$ cat config.mk
export PLATFORM = sky130hd
export DESIGN_NAME = mem_stage_ctrl
export DESIGN_NICKNAME = d
export VERILOG_FILES = /design/src/rtl/mem_pkg.sv /design/src/rtl/mem_wdog.sv /design/src/rtl/mem_stage_ctrl.sv
export SDC_FILE = /design/constraint.sdc
export NUM_CORES = 1
export LEC_CHECK = 0
export BUFFER_PORTS_ARGS = -buffer_cell sky130_fd_sc_hd__buf_2
export CORE_ASPECT_RATIO = 0.75
export CORE_MARGIN = 5
export CORE_UTILIZATION = 30
export CTS_CLUSTER_DIAMETER = 60
export DETAILED_ROUTE_END_ITERATION = 8
export PLACE_DENSITY_LB_ADDON = 0.05
export SLEW_MARGIN = 10
export SYNTH_ARGS = -nofsm -noshare
export SYNTH_HDL_FRONTEND = slang
export SYNTH_SLANG_ARGS = --single-unit
$ cat constraint.sdc
create_clock -name clk -period 5.8 [get_ports clk]
set_input_delay 0.87 -clock clk [delete_from_list [all_inputs] [get_ports clk]]
set_output_delay 0.87 -clock clk [all_outputs]
set_load 0.02 [all_outputs]
$ cat src/rtl/mem_pkg.sv
// mem_pkg: shared state encoding and width constants for the MEM stage controller.
package mem_pkg;
   typedef enum logic {IDLE = 1'b0, WAIT = 1'b1} state_e;
   localparam int TIMEOUT_DEF = 16;
   localparam int REG_W = 5;
   localparam int DATA_W = 32;
endpackage

$ cat src/rtl/mem_wdog.sv
// mem_wdog: counts WAIT cycles; expired is high during the last allowed WAIT cycle.
module mem_wdog
   import mem_pkg::*;
#(
   parameter int TIMEOUT = TIMEOUT_DEF
) (
   input  logic clk,
   input  logic rst,
   input  logic start,
   input  logic clear,
   output logic expired
);
   localparam int CW = $clog2(TIMEOUT + 1);
   logic [CW-1:0] cnt_q, cnt_d;
   always_comb begin
      cnt_d = clear ? '0 : start ? cnt_q + 1'b1 : cnt_q;
   end
   assign expired = start && (cnt_q == CW'(TIMEOUT - 1));
   always_ff @(posedge clk or posedge rst) begin
      if (rst) cnt_q <= '0;
      else     cnt_q <= cnt_d;
   end
endmodule

$ cat src/rtl/mem_stage_ctrl.sv
// mem_stage_ctrl: MEM pipeline stage issuing one data-memory request at a time,
// stalling upstream while it waits, with a watchdog that abandons silent requests.
module mem_stage_ctrl
   import mem_pkg::*;
#(
   parameter int TIMEOUT = TIMEOUT_DEF,
   parameter int AW      = 32
) (
   input  logic              clk,
   input  logic              rst,
   input  logic [DATA_W-1:0] inAdder,
   input  logic              inZf,
   input  logic [DATA_W-1:0] inOutAlu,
   input  logic [DATA_W-1:0] inRD2,
   input  logic [REG_W-1:0]  inMux5b,
   input  logic              inValid,
   input  logic              inMemRead,
   input  logic              inMemWrite,
   input  logic              inBranch,
   input  logic              inRegWrite,
   input  logic              inMemToReg,
   output logic              memReq,
   output logic              memWe,
   output logic [AW-1:0]     memAddr,
   output logic [DATA_W-1:0] memWData,
   input  logic [DATA_W-1:0] memRData,
   input  logic              memAck,
   output logic              stall,
   output logic              pcSrc,
   output logic [DATA_W-1:0] branchTarget,
   output logic              outValid,
   output logic              outRegWrite,
   output logic              outMemToReg,
   output logic [DATA_W-1:0] outReadData,
   output logic [DATA_W-1:0] outOutAlu,
   output logic [REG_W-1:0]  outMux5b,
   output logic              memErr
);
   state_e            state_q, state_d;
   logic              mem_req_q, mem_req_d, mem_we_q, mem_we_d;
   logic [DATA_W-1:0] addr_q, addr_d, wdata_q, wdata_d;
   logic              is_rd_q, is_rd_d, rw_c_q, rw_c_d, mtr_c_q, mtr_c_d;
   logic [REG_W-1:0]  rd_c_q, rd_c_d;
   logic              out_valid_q, out_valid_d, out_rw_q, out_rw_d, out_mtr_q, out_mtr_d;
   logic [DATA_W-1:0] out_rdata_q, out_rdata_d, out_alu_q, out_alu_d;
   logic [REG_W-1:0]  out_rd_q, out_rd_d;
   logic              mem_err_q, mem_err_d;
   logic              in_wait, mem_op, aligned, done, expired;
   assign in_wait = (state_q == WAIT);
   assign mem_op  = inValid && (inMemRead || inMemWrite);
   assign aligned = (inOutAlu[1:0] == 2'b00);
   assign done    = in_wait && (memAck || expired);
   mem_wdog #(.TIMEOUT(TIMEOUT)) u_wdog (
      .clk     (clk),
      .rst     (rst),
      .start   (in_wait),
      .clear   (done),
      .expired (expired)
   );
   always_comb begin
      state_d     = state_q;
      mem_req_d   = mem_req_q;
      mem_we_d    = mem_we_q;
      addr_d      = addr_q;
      wdata_d     = wdata_q;
      is_rd_d     = is_rd_q;
      rw_c_d      = rw_c_q;
      mtr_c_d     = mtr_c_q;
      rd_c_d      = rd_c_q;
      out_valid_d = 1'b0;
      out_rw_d    = out_rw_q;
      out_mtr_d   = out_mtr_q;
      out_rdata_d = out_rdata_q;
      out_alu_d   = out_alu_q;
      out_rd_d    = out_rd_q;
      mem_err_d   = mem_err_q;
      if (!in_wait && inValid && (!mem_op || !aligned)) begin
         out_valid_d = 1'b1;
         out_rw_d    = mem_op ? 1'b0 : inRegWrite;
         out_mtr_d   = inMemToReg;
         out_rdata_d = '0;
         out_alu_d   = inOutAlu;
         out_rd_d    = inMux5b;
         mem_err_d   = mem_err_q | mem_op;
      end else if (!in_wait && mem_op) begin
         state_d   = WAIT;
         mem_req_d = 1'b1;
         mem_we_d  = inMemWrite;
         addr_d    = inOutAlu;
         wdata_d   = inRD2;
         is_rd_d   = inMemRead && !inMemWrite;
         rw_c_d    = inRegWrite;
         mtr_c_d   = inMemToReg;
         rd_c_d    = inMux5b;
      end else if (done) begin
         // an ack in the expiring cycle still wins over the timeout
         state_d     = IDLE;
         mem_req_d   = 1'b0;
         mem_we_d    = 1'b0;
         out_valid_d = 1'b1;
         out_rw_d    = memAck ? rw_c_q : 1'b0;
         out_mtr_d   = mtr_c_q;
         out_rdata_d = (memAck && is_rd_q) ? memRData : '0;
         out_alu_d   = addr_q;
         out_rd_d    = rd_c_q;
         mem_err_d   = mem_err_q | !memAck;
      end
   end
   always_ff @(posedge clk or posedge rst) begin
      if (rst) begin
         state_q     <= IDLE;
         mem_req_q   <= 1'b0;
         mem_we_q    <= 1'b0;
         addr_q      <= '0;
         wdata_q     <= '0;
         is_rd_q     <= 1'b0;
         rw_c_q      <= 1'b0;
         mtr_c_q     <= 1'b0;
         rd_c_q      <= '0;
         out_valid_q <= 1'b0;
         out_rw_q    <= 1'b0;
         out_mtr_q   <= 1'b0;
         out_rdata_q <= '0;
         out_alu_q   <= '0;
         out_rd_q    <= '0;
         mem_err_q   <= 1'b0;
      end else begin
         state_q     <= state_d;
         mem_req_q   <= mem_req_d;
         mem_we_q    <= mem_we_d;
         addr_q      <= addr_d;
         wdata_q     <= wdata_d;
         is_rd_q     <= is_rd_d;
         rw_c_q      <= rw_c_d;
         mtr_c_q     <= mtr_c_d;
         rd_c_q      <= rd_c_d;
         out_valid_q <= out_valid_d;
         out_rw_q    <= out_rw_d;
         out_mtr_q   <= out_mtr_d;
         out_rdata_q <= out_rdata_d;
         out_alu_q   <= out_alu_d;
         out_rd_q    <= out_rd_d;
         mem_err_q   <= mem_err_d;
      end
   end
   // combinational outputs are gated so reset forces them low immediately
   assign stall        = !rst && (in_wait || (mem_op && aligned));
   assign pcSrc        = !rst && !in_wait && inValid && inBranch && inZf;
   assign branchTarget = inAdder;
   assign memReq       = mem_req_q;
   assign memWe        = mem_we_q;
   assign memAddr      = AW'(addr_q);
   assign memWData     = wdata_q;
   assign outValid     = out_valid_q;
   assign outRegWrite  = out_rw_q;
   assign outMemToReg  = out_mtr_q;
   assign outReadData  = out_rdata_q;
   assign outOutAlu    = out_alu_q;
   assign outMux5b     = out_rd_q;
   assign memErr       = mem_err_q;
endmodule

# Word level (Yosys, flattened, before mapping)
# Cells that the tools add are included.
[totals]
in_bits = 143
ff_bits = 152
[op_classes]
add_sub_neg = 1
bitwise = 3
eq_ne = 2
muxes = 29
n_reduce_logical = 31
[ops]
columns = ["cell", "count"]
rows = [
  ["$mux 32", 7],
  ["$mux 5", 5],
  ["$mux 1", 17],
  ["$logic_and 1x1->1", 14],
  ["$logic_not 1->1", 6],
  ["$reduce_and 2->1", 3],
  ["$reduce_bool 2->1", 3],
  ["$add 5x1->5 const B", 1],
  ["$eq 5x4->1 const B", 1],
  ["$logic_or 1x1->1", 4],
  ["$logic_not 2->1", 1],
  ["$ne 2x2->1 const B", 1],
  ["$or 1x1->1", 2],
  ["$not 1->1", 1],
]

# Longest topological paths before layout
# Gate-level depths: netlist (run 1).
[logic_depth]
ltp_word = 7
depth_mapped = 9
ltp_nobuf = 7

# By module
# From an unflattened synthesis (run 1), not the netlist that was laid out.
[unflattened]
hier_cells = 482
hier_area_um2 = 6543.8
[modules_own_cells]
columns = ["module", "instances", "cells_each", "area_each_um2", "seq_area_each_um2"]
rows = [
  ["mem_stage_ctrl", 1, 456, 6249.7, 3678.5],
  ["mem_wdog", 1, 26, 294.0, 125.1],
]

# Worst setup path after synthesis (run 1)
# Ideal clock, no wire load.
[synth_timing]
kind = "in2out"
startpoint = "input port inMemWrite"
endpoint = "output port stall"
setup_slack_ns = 3.393
arrival_ns = 1.537
path_stages = 4
t_required_ns = 4.930
cell_sequence = "nor2_1 -> nor3_1 -> a21oi_1 -> nor2_1"
[synth_via]
elab_chain_cells = 5
[synth_lines]
columns = ["element", "line", "source"]
rows = [
  ["from (decl)", "mem_stage_ctrl.sv:18", "input logic inMemWrite,"],
  ["$logic_or 1x1->1", "mem_stage_ctrl.sv:50", "assign mem_op = inValid && (inMemRead || inMemWrite);"],
  ["$logic_and 1x1->1", "mem_stage_ctrl.sv:50", ""],
  ["$logic_and 1x1->1", "mem_stage_ctrl.sv:147", "assign stall = !rst && (in_wait || (mem_op && aligned));"],
  ["$logic_or 1x1->1", "mem_stage_ctrl.sv:147", ""],
  ["$logic_and 1x1->1", "mem_stage_ctrl.sv:147", ""],
  ["to (decl)", "mem_stage_ctrl.sv:28", "output logic stall,"],
]
# No other way between the ends.

# Final worst setup path (run 1)
[layout_timing]
startpoint = "register u_wdog.cnt_q[0]"
endpoint = "register out_alu_q[2], in the netlist outOutAlu[2]"
[layout_via]
elab_chain_cells = 6
[layout_lines]
columns = ["element", "line", "source"]
rows = [
  ["from (decl)", "mem_wdog.sv:14", "logic [CW-1:0] cnt_q, cnt_d;"],
  ["from (signal assigned)", "mem_wdog.sv:21", "else cnt_q <= cnt_d;"],
  ["$eq 5x4->1", "mem_wdog.sv:18", "assign expired = start && (cnt_q == CW'(TIMEOUT - 1));"],
  ["$logic_and 1x1->1", "mem_wdog.sv:18", ""],
  ["$logic_or 1x1->1", "mem_stage_ctrl.sv:52", "assign done = in_wait && (memAck || expired);"],
  ["$logic_and 1x1->1", "mem_stage_ctrl.sv:52", ""],
  ["$reduce_bool 2->1 (no line)", "n/a", ""],
  ["$reduce_and 2->1 (no line)", "n/a", ""],
  ["to (signal assigned)", "mem_stage_ctrl.sv:141", "out_alu_q <= out_alu_d;"],
  ["to (decl)", "mem_stage_ctrl.sv:45", "logic [DATA_W-1:0] out_rdata_q, out_rdata_d, out_alu_q, out_alu_d;"],
]
# No other way between the ends.
# A chain may end at the register's enable or synchronous reset.

==> reports/results.txt, run 1 <==
CP max-delay cell -> o21a_2
Worst setup SP type -> flip-flop
I/O pin count -> 316
Die Y -> 135 um
Worst Skew -> 0.00909 ns
Worst path max stage delay -> 0.85 ns
Finished Cell Area -> 0.00805 sq mm
Critical Path AT -> 3.33 ns
setup repair after global routing missed its margin -> false
Syn Area/Cell -> 13.0 sq um
Synth area leaders -> dfrtp_1, mux2_2, a22oi_1, a22o_1, buf_4
Worst-path clk slew -> 0.07 ns
Final HPWL DP -> 11800 um
CP required -> 6.07 ns
grt ovf -> 0
layout cells sized above 1 -> 0.508
Die ar. -> 0.0237 sq mm
CP most frequent cell -> ha_1
Synth Area in Adders -> 0.00402
sequential share of power -> 0.388
critical path peak fanout -> 42
VDD IR-drop max -> 0.203 mV
fin util -> 0.396
site row count -> 45
Crit. End Element -> flip-flop
antenna violations before repair -> 0
net load switching power -> 1.76 mW
hold slack final -> 0.462 ns
worst slew pin tran -> 1.06 ns
HP Class -> flip-flop to flip-flop
port bufs -> 251
post-synth top area share -> 0.611
Yosys Warn Count -> 0
Final Max Slew Viols -> 0
sequential-to-total area share from yosys stat -> 0.611
Fmax -> 0.327 GHz
total CTS buffers -> 17
Max Cap Viol -> 0
Cell Int Power -> 2.71 mW
worst path cell trace -> ha_1 -> and3_1 -> ha_1 -> o21a_2 -> nor2_2 -> buf_4 -> inv_2 -> o21ai_0
Starting Density -> 0.306
R2R setup slack -> 2.74 ns
Hold-fix buffers, CTS -> 0
clock sinks -> 152
CP Buf/Inv Count -> 2
CTS root buf -> clkbuf_16
status -> completed
Synth Area in Compound Gates -> 0.136
Vias/cell -> 4.54
TritonCTS clock tree -> done
core area -> 0.0203 sq mm
crit path from -> u_wdog.cnt_q[0]$_DFFE_PP0P_
drt drc -> 0
post-synthesis mux area share -> 0.129
Power Density -> 556 mW/mm^2
# Post-CTS Setup Buffers -> 0
xor/xnor cell area share of the yosys netlist -> 0.00282
Mapped Cells -> 479
# resized after CTS -> 0
Setup violations, final -> 0
crit-path leading delay family -> compound AO/OA/AOI/OAI gates
Synth Cell Area -> 0.00622 sq mm
first-pass GRT wire length -> 26800 um
clock power share -> 0.248
FF-to-FF Start -> u_wdog.cnt_q[0]$_DFFE_PP0P_
Final Hold Vio Count -> 0
Top FF cell, synth -> dfrtp_1
DR vias -> 4496
Die X -> 176 um
Synth cell types -> 30
WS Path Type -> flip-flop to flip-flop
Total GRT Usage -> 0.145
post-synthesis simple-gate area fraction -> 0.0255
number of fill cells in the layout -> 2017
routed wire length -> 17400 um
worst-case clock buffer depth -> 2
H-Tree Depth -> 4
initial DRC count -> 210
fin crit share -> 0.528
DRT Pass-1 Iters -> 7
leading area contributor after synthesis -> dfrtp_1
Final Power -> 4.48 mW
# nets final -> 838
Post-synth ARST share -> 1.00
Comb pwr share -> 0.364
Tmin final -> 3.06 ns
worst skew pair latency -> 0.42 ns
largest family of logic cells by synthesized area -> compound AO/OA/AOI/OAI gates
relative slew slack -> 0.294
WL per Instance -> 17.6 um
Synth Net Count -> 624
Worst Hold Launch -> memErr$_DFFE_PP0P_
setup TNS -> 0 ns
largest net degree at the start of global routing -> 86
Post-synth EDFFs -> 0
Routability Congestion -> 0.778
sw frac -> 0.394
Final ANT Viol Nets -> 0
vias in the first global route -> 4727
Leakage Power -> 4.02 nW
DP Area -> 0.00746 sq mm
register bit total from synthesis -> 152
Area growth syn-to-layout -> 29.4%
-- cells by family after synthesis --
kind of cell,after synthesis
compound gates,123
xor+xnor,2
fa+ha+maj,2
buf+inv,101
flops,152
mux,71
simple gates,28
-- power groups by stage --
stage               sequential [mW]  combinational (mW)  clock [mW]
CTS                            1.74                1.67        1.15
floorplan                      2.21               0.581           0
finish                         1.74                1.63        1.11
global route                   1.80                1.77        1.20
global placement               1.74                1.65           0
detailed placement             1.75                1.67           0
-- layout by cell type (no fill, tap or decap), drive strengths merged, types with 2 or more instances in the layout --
cell type	synthesis	final
ha	2	2
clkinv	0	3
clkinvlp	0	3
nand2	7	7
o21ai	44	44
nor2b	4	4
and3	2	2
buf	51	256
clkbuf	10	19
nor3	4	4
nor2	7	7
dfrtp	152	152
a21oi	3	3
a22oi	38	38
o21a	3	3
diode	0	2
inv	40	46
a22o	32	32
mux2	71	71
xor2	2	2
-- layout make-up --
class,instances,area (sq um),area share
sequential,152,3800,0.472
multi-input combinational,226,1850,0.230
timing repair buffer,256,1290,0.161
clock buffer,19,453,0.0562
tap,282,353,0.0438
inverter,40,155,0.0193
clock inverter,13,136,0.0169
antenna,2,5.00,0.000622
-- cell usage after synthesis (3+ instances only) --
cell type  number
a22o_1         32
clkbuf_1        9
mux2_1          8
inv_1          39
nand2_1         7
nor2b_1         4
buf_6           7
a22oi_1        38
a21oi_1         3
dfrtp_1       152
o21ai_0        44
nor3_1          4
nor2_1          6
buf_2          12
o21a_1          3
mux2_2         63
buf_4          32
-- layer usage --
metal  track usage  part of all wire
met5             0                 0
met3        0.0666              0.10
met2         0.213              0.44
met1         0.189              0.44
met4        0.0498             0.014
-- flip-flops by register name (all words and copies together), names as in the netlist --
| signal | flops |
|---|---|
| rw_c_q | 1 |
| u_wdog.cnt_q | 5 |
| outValid | 1 |
| memErr | 1 |
| outMux5b | 5 |
| outOutAlu | 32 |
| memReq | 1 |
| memWData | 32 |
| memWe | 1 |
| mtr_c_q | 1 |
| rd_c_q | 5 |
| memAddr | 32 |
| is_rd_q | 1 |
| outRegWrite | 1 |
| outMemToReg | 1 |
| outReadData | 32 |
-- final timing paths --
| path | endpoint | cells after the start |
|---|---|---|
| hold reg to reg | memErr$_DFFE_PP0P_ | 1 |
| max in group asynchronous | rd_c_q[1]$_DFFE_PP0P_ | 3 |
| setup reg to reg | outOutAlu[2]$_DFFE_PP0P_ | 8 |
| min in group asynchronous | u_wdog.cnt_q[3]$_DFFE_PP0P_ | 2 |
| hold / removal | memErr$_DFFE_PP0P_ | 1 |
| setup / recovery | outOutAlu[2]$_DFFE_PP0P_ | 8 |
-- metrics by stage --
step                cells  worst slack (ns)
detailed placement    956              2.61
CTS                   988              2.67
global placement      956              2.69
floorplan             479             0.837
global route          988              2.49
finish                990              2.74
Power figures use the tool's default switching activity.
==> run 2, diff against run 1 <==
Settings changed: ABC_AREA set to 1.
Clock period 5.8 ns to 3 ns, I/O delays scaled along.
==> reports/results.txt, run 2 <==
worst-case clock buffer depth -> 2
most common cell in the netlist -> nand2_1
Die ar. -> 0.0258 sq mm
Max Cap Viol -> 0
clock sinks -> 152
DRT Pass-1 Iters -> 4
Hold-fix buffers, CTS -> 0
grt ovf -> 0
DR vias -> 5994
Setup violations, final -> 0
Final Power -> 6.00 mW
non-filler cells, final -> 1339
total CTS buffers -> 17
register bit total from synthesis -> 152
clock power share -> 0.376
sequential share of power -> 0.420
TritonCTS clock tree -> done
Final ANT Viol Nets -> 0
WS Path Type -> flip-flop to flip-flop
site row count -> 47
Post-synth top cells -> nand2_1, nand3_1, dfrtp_1
Post-synth EDFFs -> 0
initial DRC count -> 366
Post-synth ARST share -> 1.00
Post-Place Cells -> 1305
sequential-to-total area share from yosys stat -> 0.559
Cell Int Power -> 4.07 mW
# resized after CTS -> 0
worst slew pin tran -> 0.939 ns
vias in the first global route -> 6217
sw frac -> 0.321
H-Tree Depth -> 4
worst slack, placed -> 0.829 ns
WL per Instance -> 16.3 um
Worst setup SP type -> flip-flop
Final Max Slew Viols -> 0
Synth Cell Area -> 0.00681 sq mm
commonest cells after routing, fill and taps aside -> nand2_1, buf_2, nand3_1
Total GRT Usage -> 0.172
Vias/cell -> 4.48
Leakage Power -> 5.12 nW
Comb pwr share -> 0.204
Power Density -> 688 mW/mm^2
critical path peak fanout -> 55
Worst Skew -> 0.0112 ns
relative slew slack -> 0.374
Critical Path AT -> 2.49 ns
core area -> 0.0222 sq mm
commonest non-fill, non-tap cell in the layout -> nand2_1
layout cells sized above 1 -> 0.294
setup repair after global routing missed its margin -> false
Synth Net Count -> 977
Die X -> 184 um
worst skew pair latency -> 0.43 ns
leading area contributor after synthesis -> dfrtp_1
CP required -> 3.36 ns
# nets final -> 1175
Final HPWL DP -> 14200 um
Tmin final -> 2.13 ns
Worst-path clk slew -> 0.06 ns
Die Y -> 140 um
I/O pin count -> 316
port bufs -> 251
Synth area leaders -> dfrtp_1, nand2_1, nand3_1, buf_4, inv_1
net load switching power -> 1.93 mW
first-pass GRT wire length -> 35300 um
antenna violations before repair -> 4
Yosys Warn Count -> 0
# Post-CTS Setup Buffers -> 0
CTS root buf -> clkbuf_16
Starting Density -> 0.306
Area growth syn-to-layout -> 28.0%
HP Class -> primary input to asynchronous set/reset pin
Worst Slack Setup Final -> 0.874 ns
drt drc -> 0
routed wire length -> 21900 um
Routability Congestion -> 0.734
Mapped Cells -> 832
largest net degree at the start of global routing -> 153
VDD IR-drop max -> 0.323 mV
status -> completed
Top FF cell, synth -> dfrtp_1
Crit. End Element -> flip-flop
post-synth top area share -> 0.559
fin crit share -> 0.709
Final Hold Vio Count -> 0
Synth cell types -> 18
Syn Area/Cell -> 8.19 sq um
Fmax -> 0.470 GHz
run 2: cell types whose count changed after synthesis, moves of 11 or more:
cell and change:
a22o_1 -32, a22oi_1 -38, buf_2 +18, clkbuf_1 +11
mux2_2 -63, nand2_1 +326, nand3_1 +186, o21ai_0 -39
run 2: worst max-delay path, cell delays in order (launching register included):
cell	delay, ns
dfrtp_1	0.41
ha_1	0.22
inv_1	0.07
nor3_1	0.05
ha_1	0.23
o21ai_4	0.19
buf_4	0.56
nand2_1	0.11
nand2_1	0.10
nand2_1	0.05
inv_1	0.06
run 2: layer usage:
layer	routed length [um]	GRT usage	part of all wire	vias up
met5	31	0	0.0014	-
met4	297	0.0467	0.014	4
met3	1990	0.0640	0.091	38
met2	9740	0.263	0.45	204
met1	9830	0.231	0.45	2748
li1	-	-	-	3000
run 2: worst paths after layout:
check,from,endpoint,slack [ns],cells past startpoint
setup / recovery,u_wdog.cnt_q[0]$_DFFE_PP0P_,outReadData[5]$_DFFE_PP0P_,0.87,10
min in group clk,inRD2[29],memWData[29]$_DFFE_PP0P_,0.24,3
max in group asynchronous,rst,memAddr[30]$_DFFE_PP0P_,1.98,3
hold / removal,rst,outRegWrite$_DFFE_PP0P_,0.23,3
hold reg to reg,memWData[13]$_DFFE_PP0P_,memWData[13]$_DFFE_PP0P_,0.46,2
setup reg to reg,u_wdog.cnt_q[0]$_DFFE_PP0P_,outReadData[5]$_DFFE_PP0P_,0.87,10
run 2: final cells by class:
| class | count | area [sq um] |
|---|---|---|
| Timing Repair Buffer | 265 | 1370 |
| Clock buffer | 19 | 443 |
| Multi-Input combinational cell | 544 | 2360 |
| Tap cell | 294 | 368 |
| Antenna cell | 2 | 5.00 |
| Inverter | 50 | 191 |
| Fill cell | 2385 | 13500 |
| Sequential cell | 152 | 3800 |
| Clock inverter | 13 | 169 |
run 2: per-stage QoR:
step | instance area, sq um | TNS (ns) | util | hold WS [ns]
2_1_floorplan | 6810 | -0.439 | - | 0.442
3_3_place_gp | 8100 | 0 | 0.364 | 0.452
3_5_place_dp | 8100 | 0 | 0.364 | 0.453
4_1_cts | 8710 | 0 | 0.392 | 0.227
5_1_grt | 8720 | 0 | 0.392 | 0.235
6_report | 8720 | 0 | 0.392 | 0.230
run 2: power groups by stage:
stage | clock [mW] | combinational [mW] | sequential, mW
after floorplan | 0 | 0.480 | 2.85
after global placement | 0 | 1.26 | 2.56
after detailed placement | 0 | 1.26 | 2.55
after CTS | 2.33 | 1.26 | 2.52
after global routing | 2.42 | 1.37 | 2.56
final | 2.26 | 1.23 | 2.52
run 2: cell families after synthesis:
family / count (synthesis) / share of synthesized area
and+or+nand+nor: 533 / 0.333
DFF: 152 / 0.559
buffers and inverters: 136 / 0.0981
AOI/OAI and AO/OA: 9 / 0.00680
adders and majority gates: 2 / 0.00367
==> run 3, diff against run 2 <==
Clock period 3 ns to 2.1 ns, I/O delays scaled along.
==> reports/results.txt, run 3 (same netlist as run 2, synthesis figures left out) <==
Worst path max stage delay -> 0.40 ns
Met3 Wirelength -> 1810 um
Power Density -> 952 mW/mm^2
Crit. End Element -> flip-flop
Die ar. -> 0.0258 sq mm
H-Tree Depth -> 4
Setup violations, final -> 0
crit-path leading delay family -> adder cells
R2R cell count -> 9
antenna violations before repair -> 3
number of fill cells in the layout -> 2402
Critical Path AT -> 2.15 ns
DRT Pass-1 Iters -> 4
Worst Slack Setup Final -> 0.251 ns
Routability Congestion -> 0.737
initial DRC count -> 250
Comb pwr share -> 0.213
Hold-fix buffers, CTS -> 0
commonest non-fill, non-tap cell in the layout -> nand2_1
Worst Skew -> 0.0149 ns
largest net degree at the start of global routing -> 153
first-pass GRT wire length -> 34500 um
HP Class -> primary input to asynchronous set/reset pin
hold slack final -> 0.0780 ns
Final ANT Viol Nets -> 0
Final Max Slew Viols -> 0
Starting Density -> 0.306
Max Cap Viol -> 0
vias in the first global route -> 6045
R2R setup slack -> 0.25 ns
Total GRT Usage -> 0.166
Tmin final -> 1.85 ns
Fmax -> 0.541 GHz
Area growth syn-to-layout -> 28.8%
net load switching power -> 2.77 mW
I/O pin count -> 316
CP required -> 2.40 ns
worst slew pin tran -> 0.994 ns
CP max-delay cell -> dfrtp_1
setup repair after global routing missed its margin -> false
routed wire length -> 21600 um
total CTS buffers -> 17
diode count -> 0
port bufs -> 251
Die Y -> 140 um
drt drc -> 0
sw frac -> 0.331
critical path peak fanout -> 19
layout cells sized above 1 -> 0.299
worst skew pair latency -> 0.42 ns
FF-to-FF Start -> u_wdog.cnt_q[0]$_DFFE_PP0P_
DR vias -> 5941
Cell Int Power -> 5.59 mW
WS Path Type -> flip-flop to flip-flop
Die X -> 184 um
metal2 WL -> 9520 um
CP Buf/Inv Count -> 3
sequential share of power -> 0.430
grt ovf -> 0
Worst setup SP type -> flip-flop
TritonCTS clock tree -> done
commonest cells after routing, fill and taps aside -> nand2_1, buf_2, nand3_1
Worst-path clk slew -> 0.07 ns
fin crit share -> 0.880
VDD IR-drop max -> 0.415 mV
core area -> 0.0222 sq mm
worst-case clock buffer depth -> 2
worst path cell trace -> ha_1 -> inv_1 -> nor3_1 -> ha_1 -> o21ai_4 -> inv_1 -> buf_4 -> nand2_1 -> nand3_1
site row count -> 47
highest routed layer -> met5
Final HPWL DP -> 14500 um
Met1 Wirelength -> 9980 um
# Post-CTS Setup Buffers -> 0
clock power share -> 0.357
Leakage Power -> 5.16 nW
clock sinks -> 152
status -> completed
worst slack, placed -> 0.245 ns
Final Hold Vio Count -> 0
WL per Instance -> 16.1 um
Vias/cell -> 4.42
# nets final -> 1182
relative slew slack -> 0.338
reg2reg end -> outOutAlu[27]$_DFFE_PP0P_
# resized after CTS -> 0
CTS root buf -> clkbuf_16
## run 3: cell types whose count changed in the layout (fill, tap and decap cells not counted), sizes merged
cell	previous run	this run
buf	265	272
bufinv	3	1
diode	2	0
inv	53	55
clkinv	2	4
clkbuf	19	18
clkinvlp	5	4
## run 3: area by class of cell
cell class	instances	area, sq um	area share
clock buffer	18	429	0.0489
clock inverter	14	141	0.0161
inverter	50	191	0.0218
multi-input combinational	544	2360	0.269
sequential	152	3800	0.434
tap	294	368	0.0419
timing repair buffer	272	1480	0.168
## run 3: how the worst max path moves through the flow
stage | startpoint | endpoint | slack, ns | cells after the start
2_1_floorplan | rst | pcSrc | -1.07 | 3
3_3_place_gp | u_wdog.cnt_q[0]$_DFFE_PP0P_ | outOutAlu[11]$_DFFE_PP0P_ | 0.28 | 9
3_5_place_dp | u_wdog.cnt_q[0]$_DFFE_PP0P_ | outOutAlu[10]$_DFFE_PP0P_ | 0.24 | 9
4_1_cts | u_wdog.cnt_q[0]$_DFFE_PP0P_ | u_wdog.cnt_q[2]$_DFFE_PP0P_ | 0.22 | 8
5_1_grt | u_wdog.cnt_q[0]$_DFFE_PP0P_ | outReadData[16]$_DFFE_PP0P_ | 0.07 | 10
6_report | u_wdog.cnt_q[0]$_DFFE_PP0P_ | outOutAlu[27]$_DFFE_PP0P_ | 0.25 | 9
## run 3: per-stage QoR
step / TNS, ns / instance area (sq um) / total power, mW / util / std cells
after floorplan: -22.50 / 6810 / 4.76 / - / 832
after global placement: 0 / 8200 / 5.47 / 0.369 / 1312
after detailed placement: 0 / 8200 / 5.46 / 0.369 / 1312
after CTS: 0 / 8770 / 8.51 / 0.395 / 1344
after global routing: 0 / 8770 / 8.86 / 0.395 / 1344
final: 0 / 8770 / 8.35 / 0.395 / 1344
## run 3: worst min-delay path, cell delays in order
cell and delay [ns]:
buf_2 0.13, clkinvlp_4 0.10, buf_12 0.46
## run 3: power groups by stage
| stage | registers (mW) | clock network, mW | logic [mW] |
|---|---|---|---|
| after global routing | 3.65 | 3.23 | 1.97 |
| after detailed placement | 3.64 | 0 | 1.82 |
| after CTS | 3.60 | 3.09 | 1.82 |
| after floorplan | 4.07 | 0 | 0.686 |
| after global placement | 3.65 | 0 | 1.83 |
| final | 3.59 | 2.98 | 1.78 |
## run 3: layer usage
metal | vias up | track usage
met1 | 2718 | 0.224
met2 | 172 | 0.253
met5 | - | 0
met3 | 38 | 0.0656
li1 | 3007 | -
met4 | 6 | 0.0393
